$ cat src/rtl/ifu_fetch_queue.sv
`default_nettype none
// +--------------------------------------------------------------------------+
// | ifu_fetch_queue : in-order fetch buffer between the PC stage and an       |
// |                   AXI-lite read port, with flush-aware response dropping. |
// | Revision 1.0                                                              |
// +--------------------------------------------------------------------------+
module ifu_fetch_queue #(
  parameter int ADDR_W = 32,
  parameter int DATA_W = 32,
  parameter int DEPTH  = 4
) (
  input  logic              clk,
  input  logic              rst,
  input  logic [ADDR_W-1:0] fetch_pc,
  input  logic              fetch_pc_valid,
  output logic              fetch_pc_ready,
  input  logic              flush,
  output logic [ADDR_W-1:0] ar_addr,
  output logic              ar_valid,
  input  logic              ar_ready,
  input  logic [DATA_W-1:0] r_data,
  input  logic [1:0]        r_resp,
  input  logic              r_valid,
  output logic              r_ready,
  output logic [DATA_W-1:0] inst_data,
  output logic [ADDR_W-1:0] inst_pc,
  output logic              inst_err,
  output logic              inst_valid,
  input  logic              inst_ready
);

  localparam int PTR_W = $clog2(DEPTH);
  localparam int CNT_W = $clog2(DEPTH + 1);

  generate
    if ((DEPTH < 2) || ((DEPTH & (DEPTH - 1)) != 0)) begin : g_depth_check
      $error("ifu_fetch_queue: DEPTH must be a power of two and at least 2");
    end
  endgenerate

  logic [PTR_W-1:0]  head;
  logic [PTR_W-1:0]  tail;
  logic [PTR_W-1:0]  fill_ptr;
  logic [CNT_W-1:0]  count;
  logic [CNT_W-1:0]  pend_cnt;
  logic [CNT_W-1:0]  drop_cnt;
  logic [CNT_W-1:0]  drop_flush;
  logic [CNT_W:0]    in_flight;

  logic [ADDR_W-1:0] pc_mem   [DEPTH];
  logic [DATA_W-1:0] data_mem [DEPTH];
  logic [DEPTH-1:0]  err_mem;
  logic [DEPTH-1:0]  filled;

  logic              credit_ok;
  logic              ar_fire;
  logic              r_fire;
  logic              fill;
  logic              rel;

  // Dropped-but-outstanding reads still occupy bus credit until they return.
  assign in_flight = {1'b0, count} + {1'b0, drop_cnt};
  assign credit_ok = in_flight < (CNT_W + 1)'(DEPTH);

  assign ar_addr        = fetch_pc;
  assign ar_valid       = ~rst & fetch_pc_valid & credit_ok & ~flush;
  assign fetch_pc_ready = ~rst & ar_ready & credit_ok & ~flush;
  assign ar_fire        = ar_valid & ar_ready;

  assign r_ready = ~rst;
  assign r_fire  = r_valid & r_ready;
  assign fill    = r_fire & ~flush & (drop_cnt == '0) & (pend_cnt != '0);

  assign inst_valid = ~rst & ~flush & (count != '0) & filled[head];
  assign inst_data  = data_mem[head];
  assign inst_pc    = pc_mem[head];
  assign inst_err   = err_mem[head];
  assign rel        = inst_valid & inst_ready;

  // A beat landing in the flush cycle belongs to the discarded stream.
  always_comb begin
    drop_flush = drop_cnt + pend_cnt;
    if (r_fire && (drop_flush != '0)) begin
      drop_flush = drop_flush - CNT_W'(1);
    end
  end

  always_ff @(posedge clk) begin
    if (rst) begin
      head     <= '0;
      tail     <= '0;
      fill_ptr <= '0;
      count    <= '0;
      pend_cnt <= '0;
      drop_cnt <= '0;
      filled   <= '0;
    end else if (flush) begin
      head     <= tail;
      fill_ptr <= tail;
      count    <= '0;
      pend_cnt <= '0;
      drop_cnt <= drop_flush;
    end else begin
      if (ar_fire) begin
        tail         <= tail + PTR_W'(1);
        filled[tail] <= 1'b0;
      end
      if (fill) begin
        fill_ptr         <= fill_ptr + PTR_W'(1);
        filled[fill_ptr] <= 1'b1;
      end
      if (rel) begin
        head <= head + PTR_W'(1);
      end
      count    <= count + CNT_W'(ar_fire) - CNT_W'(rel);
      pend_cnt <= pend_cnt + CNT_W'(ar_fire) - CNT_W'(fill);
      if (r_fire && (drop_cnt != '0)) begin
        drop_cnt <= drop_cnt - CNT_W'(1);
      end
    end
  end

  // Payload storage needs no reset; validity is tracked by count/filled.
  always_ff @(posedge clk) begin
    if (ar_fire) begin
      pc_mem[tail] <= fetch_pc;
    end
    if (fill) begin
      data_mem[fill_ptr] <= r_data;
      err_mem[fill_ptr]  <= |r_resp;
    end
  end

endmodule
`default_nettype wire
$ cat config.mk
export PLATFORM = sky130hd
export DESIGN_NAME = ifu_fetch_queue
export DESIGN_NICKNAME = d
export VERILOG_FILES = /design/src/rtl/ifu_fetch_queue.sv
export SDC_FILE = /design/constraint.sdc
export NUM_CORES = 1
export LEC_CHECK = 0
export CAP_MARGIN = 0
export CORE_UTILIZATION = 30
export DETAILED_ROUTE_END_ITERATION = 10
export PLACE_DENSITY_LB_ADDON = 0.1
export SYNTH_ARGS = -nofsm -noshare
export SYNTH_HDL_FRONTEND = slang
export SYNTH_SLANG_ARGS = --single-unit
$ cat constraint.sdc
create_clock -name clk -period 5.6 [get_ports clk]
set_input_delay 1.12 -clock clk [delete_from_list [all_inputs] [get_ports clk]]
set_output_delay 1.12 -clock clk [all_outputs]
set_load 0.02 [all_outputs]
==> impl_metrics.ini, run 1 <==
[synth]
synthTopCellsByArea = edfxtp_1, mux4_2, dfxtp_1
syn-cell-area_um2 = 10900
synth_flop_cell = edfxtp_1
synth_edf_count = 260
syn-mean-instance-area_um2 = 21.3
synth_top_cell_by_area = edfxtp_1
synth_fp_nets = 608
ys_types = 38
yosys.area.top_type_share_pct = 71.5
synth_seq_cells = 281
synth-warning-count = 0
yosysSeqAreaShare_pct = 75.4
synthesis.instances = 513
synthArstFlopShare_pct = 0

[global_route]
grt_pass1_wl_mm = 33.9
grt_use_total_pct = 12.3
gr-total-overflow = 0
grt_max_degree = 65
antenna_found_initial = 0
grt_pass1_vias = 5819

[die]
die_h_um = 193
start_util_pct = 30.6
coreArea_um2 = 35700
die-width_um = 193
io_pins = 174
die-area_um2 = 37200
row_count = 69

[timing]
final_max_slew_viol_count = 0
setup_viol = 0
skew_ns = 0.0171
holdWs_ns = 0.479
setup_tns_ns = 0
tightest_slew_ns = 1.06
min_period_ns = 4.55
post-route-period-util_pct = 81.3
fmax_mhz = 220
rsz0062_at_grt = no
worst_slew_margin_rel_pct = 29.1
final-hold-violation-count = 0

[final_layout]
drive_gt1_share_pct = 18.5
fill_cells = 3205
areaGrowthSynthToFinish_pct = 28.0
utilization_pct = 39.2
n_antenna_cell = 0
nNetsFinal = 771

[route]
drt-total-wl_mm = 22.8
drc_errors = 18
ant_nets = 0
dr.pass1.iters = 9
drt_iter0_drc = 231
post_drt_wl_per_cell_um = 19.7
via_count = 5277
routed_via_density = 4.54

[critical_path]
path_cells = clkdlybuf4s50_1 > or4_4 > nor3_1 > and2_1 > clkdlybuf4s50_1
r2r_cells = 12
slowest_stage = clkdlybuf4s50_1
r2r_slack_ns = 2.35
cp-start-kind = input port
cp_max_fo = 13
required_ns = 4.48
r2r-end = pend_cnt[2]$_SDFF_PP0_
endpoint_kind = output port
cpMostUsedCell = clkdlybuf4s50_1
cp_slowest_stage_delay_ns = 0.66
worst-setup-path-type = in -> out
critPathArrivalTime_ns = 3.43
reg2reg_from = drop_cnt[2]$_SDFFE_PP0P_

[clock_tree]
cts_inserted_buffers = 31
htree_num_levels = 1
cts.sinks = 281
post_cts_buffers = 0
cts_resized = 0
ctsRootBufferMaster = clkbuf_16
path_clk_slew_ns = 0.06
ctsHoldBuffers = 0
cts_tree = done
cts_max_path_buffers = 3
clk-insertion-delay-late_ns = 0.55

[outcome]
violations = DRC
status = finished, violations left

[power_and_ir_drop]
leakagePower_nw = 4.49
ir_drop_uv = 214
power_density_nw_per_um2 = 324

[min_path]
whs_path_depth = 1
hold_start = filled[2]$_SDFFE_PP0N_
min_to = filled[2]$_SDFFE_PP0N_
hp-class = reg -> reg

[placement]
gp_congestion = 0.734
dp_hpwl_mm = 13.7
port_buffers = 173

[flow_run]
max-cap-violations = 0
-- layout by cell type, fill, tap and decap left out, types with 3 or more instances in the layout --
cell,count
buf_4,4
a21oi_1,6
nand2_1,8
ha_1,19
nor2_1,7
nor3_1,3
bufinv_16,3
and2_2,4
clkbuf_16,31
dfxtp_1,19
inv_1,21
edfxtp_1,260
clkdlybuf4s50_1,173
a31o_1,3
clkinv_1,10
a311o_1,3
xnor2_1,7
fa_1,3
mux4_2,66
and2_1,5
clkinv_2,7
-- worst max-delay path, delay by kind of cell --
kind / cells / cell delay (ns)
simple gates: 3 / 1.05
buf+inv: 2 / 1.26
-- synthesized netlist by cell type, types with 3 or more instances --
cell / count
a21oi_1: 6
a311o_1: 3
a31o_1: 3
and2_1: 9
buf_2: 6
buf_4: 32
clkbuf_1: 10
dfxtp_1: 21
edfxtp_1: 260
fa_1: 3
ha_1: 19
inv_1: 21
mux4_2: 66
nand2_1: 8
nor2_1: 7
nor3_1: 3
xnor2_1: 7
-- per-stage QoR --
| stage | instance area [µm²] | setup slack, ns | cells | power [mW] |
|---|---|---|---|---|
| CTS | 14000 | 1.02 | 1162 | 4.59 |
| floorplan | 10900 | 2.10 | 513 | 2.49 |
| global route | 14000 | 0.883 | 1162 | 4.68 |
| global placement | 13000 | 1.12 | 1104 | 2.62 |
| finish | 14000 | 1.05 | 1162 | 4.52 |
| detailed placement | 13000 | 1.03 | 1104 | 2.62 |
-- layer usage --
layer  GRT usage, %  up-vias  wire, µm
met4           2.79        0       268
li1               -     2379         -
met5              0        -         0
met3           2.13       19       952
met1           15.3     2749      9660
met2           22.0      130     12000
-- worst max path at each step --
stage / from / end / slack [ns] / cells past startpoint
after floorplan: flush / pend_cnt[2]$_SDFF_PP0_ / 2.10 / 11
after global placement: rst / ar_valid / 1.12 / 5
after detailed placement: rst / fetch_pc_ready / 1.03 / 5
after CTS: rst / fetch_pc_ready / 1.02 / 5
after global routing: rst / fetch_pc_ready / 0.88 / 5
final: rst / ar_valid / 1.05 / 5
-- logic make-up (layout without fill, tap and decap cells) --
| group | count (synthesis) | after routing | synth area share, % |
|---|---|---|---|
| flip-flops | 281 | 281 | 75.4 |
| adder cells (fa/ha/maj) | 22 | 22 | 2.73 |
| XOR/XNOR | 9 | 9 | 0.722 |
| AND/OR/NAND/NOR | 44 | 44 | 2.48 |
| multiplexers | 68 | 68 | 13.8 |
| buffers and inverters | 69 | 257 | 3.54 |
| AO/OA/AOI/OAI | 20 | 20 | 1.34 |
-- registers in the layout, summed over array words and instances (netlist names), named ones only --
| name | flops |
|---|---|
| tail | 2 |
| drop_cnt | 3 |
| count | 3 |
| data_mem | 128 |
| head | 2 |
| pc_mem | 128 |
| err_mem | 4 |
| pend_cnt | 3 |
| fill_ptr | 2 |
| filled | 4 |
-- power by group --
part	total [mW]	internal (mW)	switching, mW	leakage, nW
registers	2.31	2.30	0.0137	2.51
clock network	1.95	1.15	0.800	0.486
logic	0.263	0.139	0.124	1.50
total	4.52	3.59	0.938	4.49
-- final cells by class --
cell class / instances / area [µm²] / area share (%)
well taps: 461 / 577 / 4.13
multi-input cells: 163 / 2310 / 16.5
flip-flops and latches: 281 / 8240 / 58.9
clock inverters: 26 / 213 / 1.52
clock buffers: 32 / 779 / 5.58
repair buffers: 178 / 1780 / 12.8
inverters: 21 / 78.8 / 0.564
(Power assumes the default switching activity.)
==> run 2: changes to the inputs <==
- clock period: 5.6 -> 3.86 ns (I/O delays scaled with it)
==> impl_metrics.ini, run 2 (synthesis gave the netlist of run 1 again) <==
[placement]
port_buffers = 173
postPlaceCellArea_um2 = 13200
gp_congestion = 0.698
preCtsSetupSlack_ns = 0.333
dp_hpwl_mm = 13.9
place_inst = 1114

[power_and_ir_drop]
leakagePower_nw = 4.60
power_density_nw_per_um2 = 469
p_total_mw = 6.67
ir_drop_uv = 208

[die]
die-area_um2 = 37200
coreArea_um2 = 35700
io_pins = 174
die-width_um = 193
row_count = 69
die_h_um = 193
start_util_pct = 30.6

[critical_path]
endpoint_kind = output port
worst-setup-path-type = in -> out
cp_max_fo = 2
critPathArrivalTime_ns = 2.73
reg2reg_from = drop_cnt[2]$_SDFFE_PP0P_
cp-start-kind = input port
startpoint = flush
required_ns = 3.09

[global_route]
grt_use_total_pct = 12.4
grt_pass1_wl_mm = 34.0
antenna_found_initial = 1
grt_pass1_vias = 5814
grt_max_degree = 39
gr-total-overflow = 0

[clock_tree]
post_cts_buffers = 0
htree_num_levels = 2
cts_resized = 0
cts_tree = done
cts.sinks = 281
ctsRootBufferMaster = clkbuf_16
ctsHoldBuffers = 0
path_clk_slew_ns = 0.05
clk-insertion-delay-late_ns = 0.49
cts_max_path_buffers = 3
cts_inserted_buffers = 34

[timing]
final_max_slew_viol_count = 0
tightest_slew_ns = 0.550
holdWs_ns = 0.485
setup_viol = 0
setup_tns_ns = 0
skew_ns = 0.00894
rsz0062_at_grt = no
post-route-period-util_pct = 90.8
fmax_mhz = 285
final-hold-violation-count = 0
worst_slew_margin_rel_pct = 63.3
min_period_ns = 3.50
setup_slack_ns = 0.356

[final_layout]
top_regs = data_mem x128, pc_mem x128
fill_cells = 3198
instances_no_fill = 1171
drive_gt1_share_pct = 19.3
post-route-cell-area_um2 = 14200
nNetsFinal = 784
areaGrowthSynthToFinish_pct = 30.2
final_common_cell = edfxtp_1
mostFrequentLayoutCells = edfxtp_1, clkdlybuf4s50_1, mux4_2, clkbuf_16, inv_1
utilization_pct = 39.9
n_antenna_cell = 0

[route]
drc_errors = 18
drt-total-wl_mm = 22.8
post_drt_wl_per_cell_um = 19.5
dr.pass1.iters = 9
drt_iter0_drc = 274
routed_via_density = 4.59
via_count = 5371
ant_nets = 0

[min_path]
hp-class = reg -> reg
hold_start = filled[2]$_SDFFE_PP0N_

[outcome]
status = finished, violations left
violations = DRC

[flow_run]
max-cap-violations = 0
-- run 2: changes by cell type in the layout (fill, tap and decap cells not counted), sizes merged --
cell      change
clkbuf       +17
buf          +10
clkinvlp      -2
clkinv       -14
bufinv        -2
-- run 2: where the power goes --
| group | internal, mW | switching, mW |
|---|---|---|
| logic | 0.207 | 0.180 |
| clock network | 1.80 | 1.13 |
| registers | 3.34 | 0.0182 |
| total | 5.34 | 1.32 |
-- run 2: final cells by class --
type / instances / area (µm²) / share of cell area, %
Clock buffer: 49 / 968 / 6.81
Multi-Input combinational cell: 163 / 2310 / 16.2
Clock inverter: 8 / 66.3 / 0.467
Tap cell: 461 / 577 / 4.06
Sequential cell: 281 / 8240 / 57.9
Timing Repair Buffer: 188 / 1980 / 13.9
Inverter: 21 / 78.8 / 0.555
-- run 2: worst max-delay path, stage by stage --
cell and delay [ns]:
clkdlybuf4s50_1 0.42, or4_4 0.56, nor3_1 0.22, and2_1 0.16
clkdlybuf4s50_1 0.60
-- run 2: per-layer routing --
metal / global-route usage [%] / routed length (µm) / vias up
met5: 0 / 17 / -
met4: 3.79 / 448 / 2
met3: 2.44 / 990 / 38
met2: 22.1 / 12300 / 118
met1: 14.9 / 9070 / 2806
li1: - / - / 2407
-- run 2: path summary, 6_finish.rpt --
check	depth (start not counted)	slack (ns)	to
max	5	0.36	fetch_pc_ready
min	1	0.48	filled[2]$_SDFFE_PP0N_
max reg2reg	12	0.96	pend_cnt[2]$_SDFF_PP0_
min reg2reg	1	0.48	filled[2]$_SDFFE_PP0N_
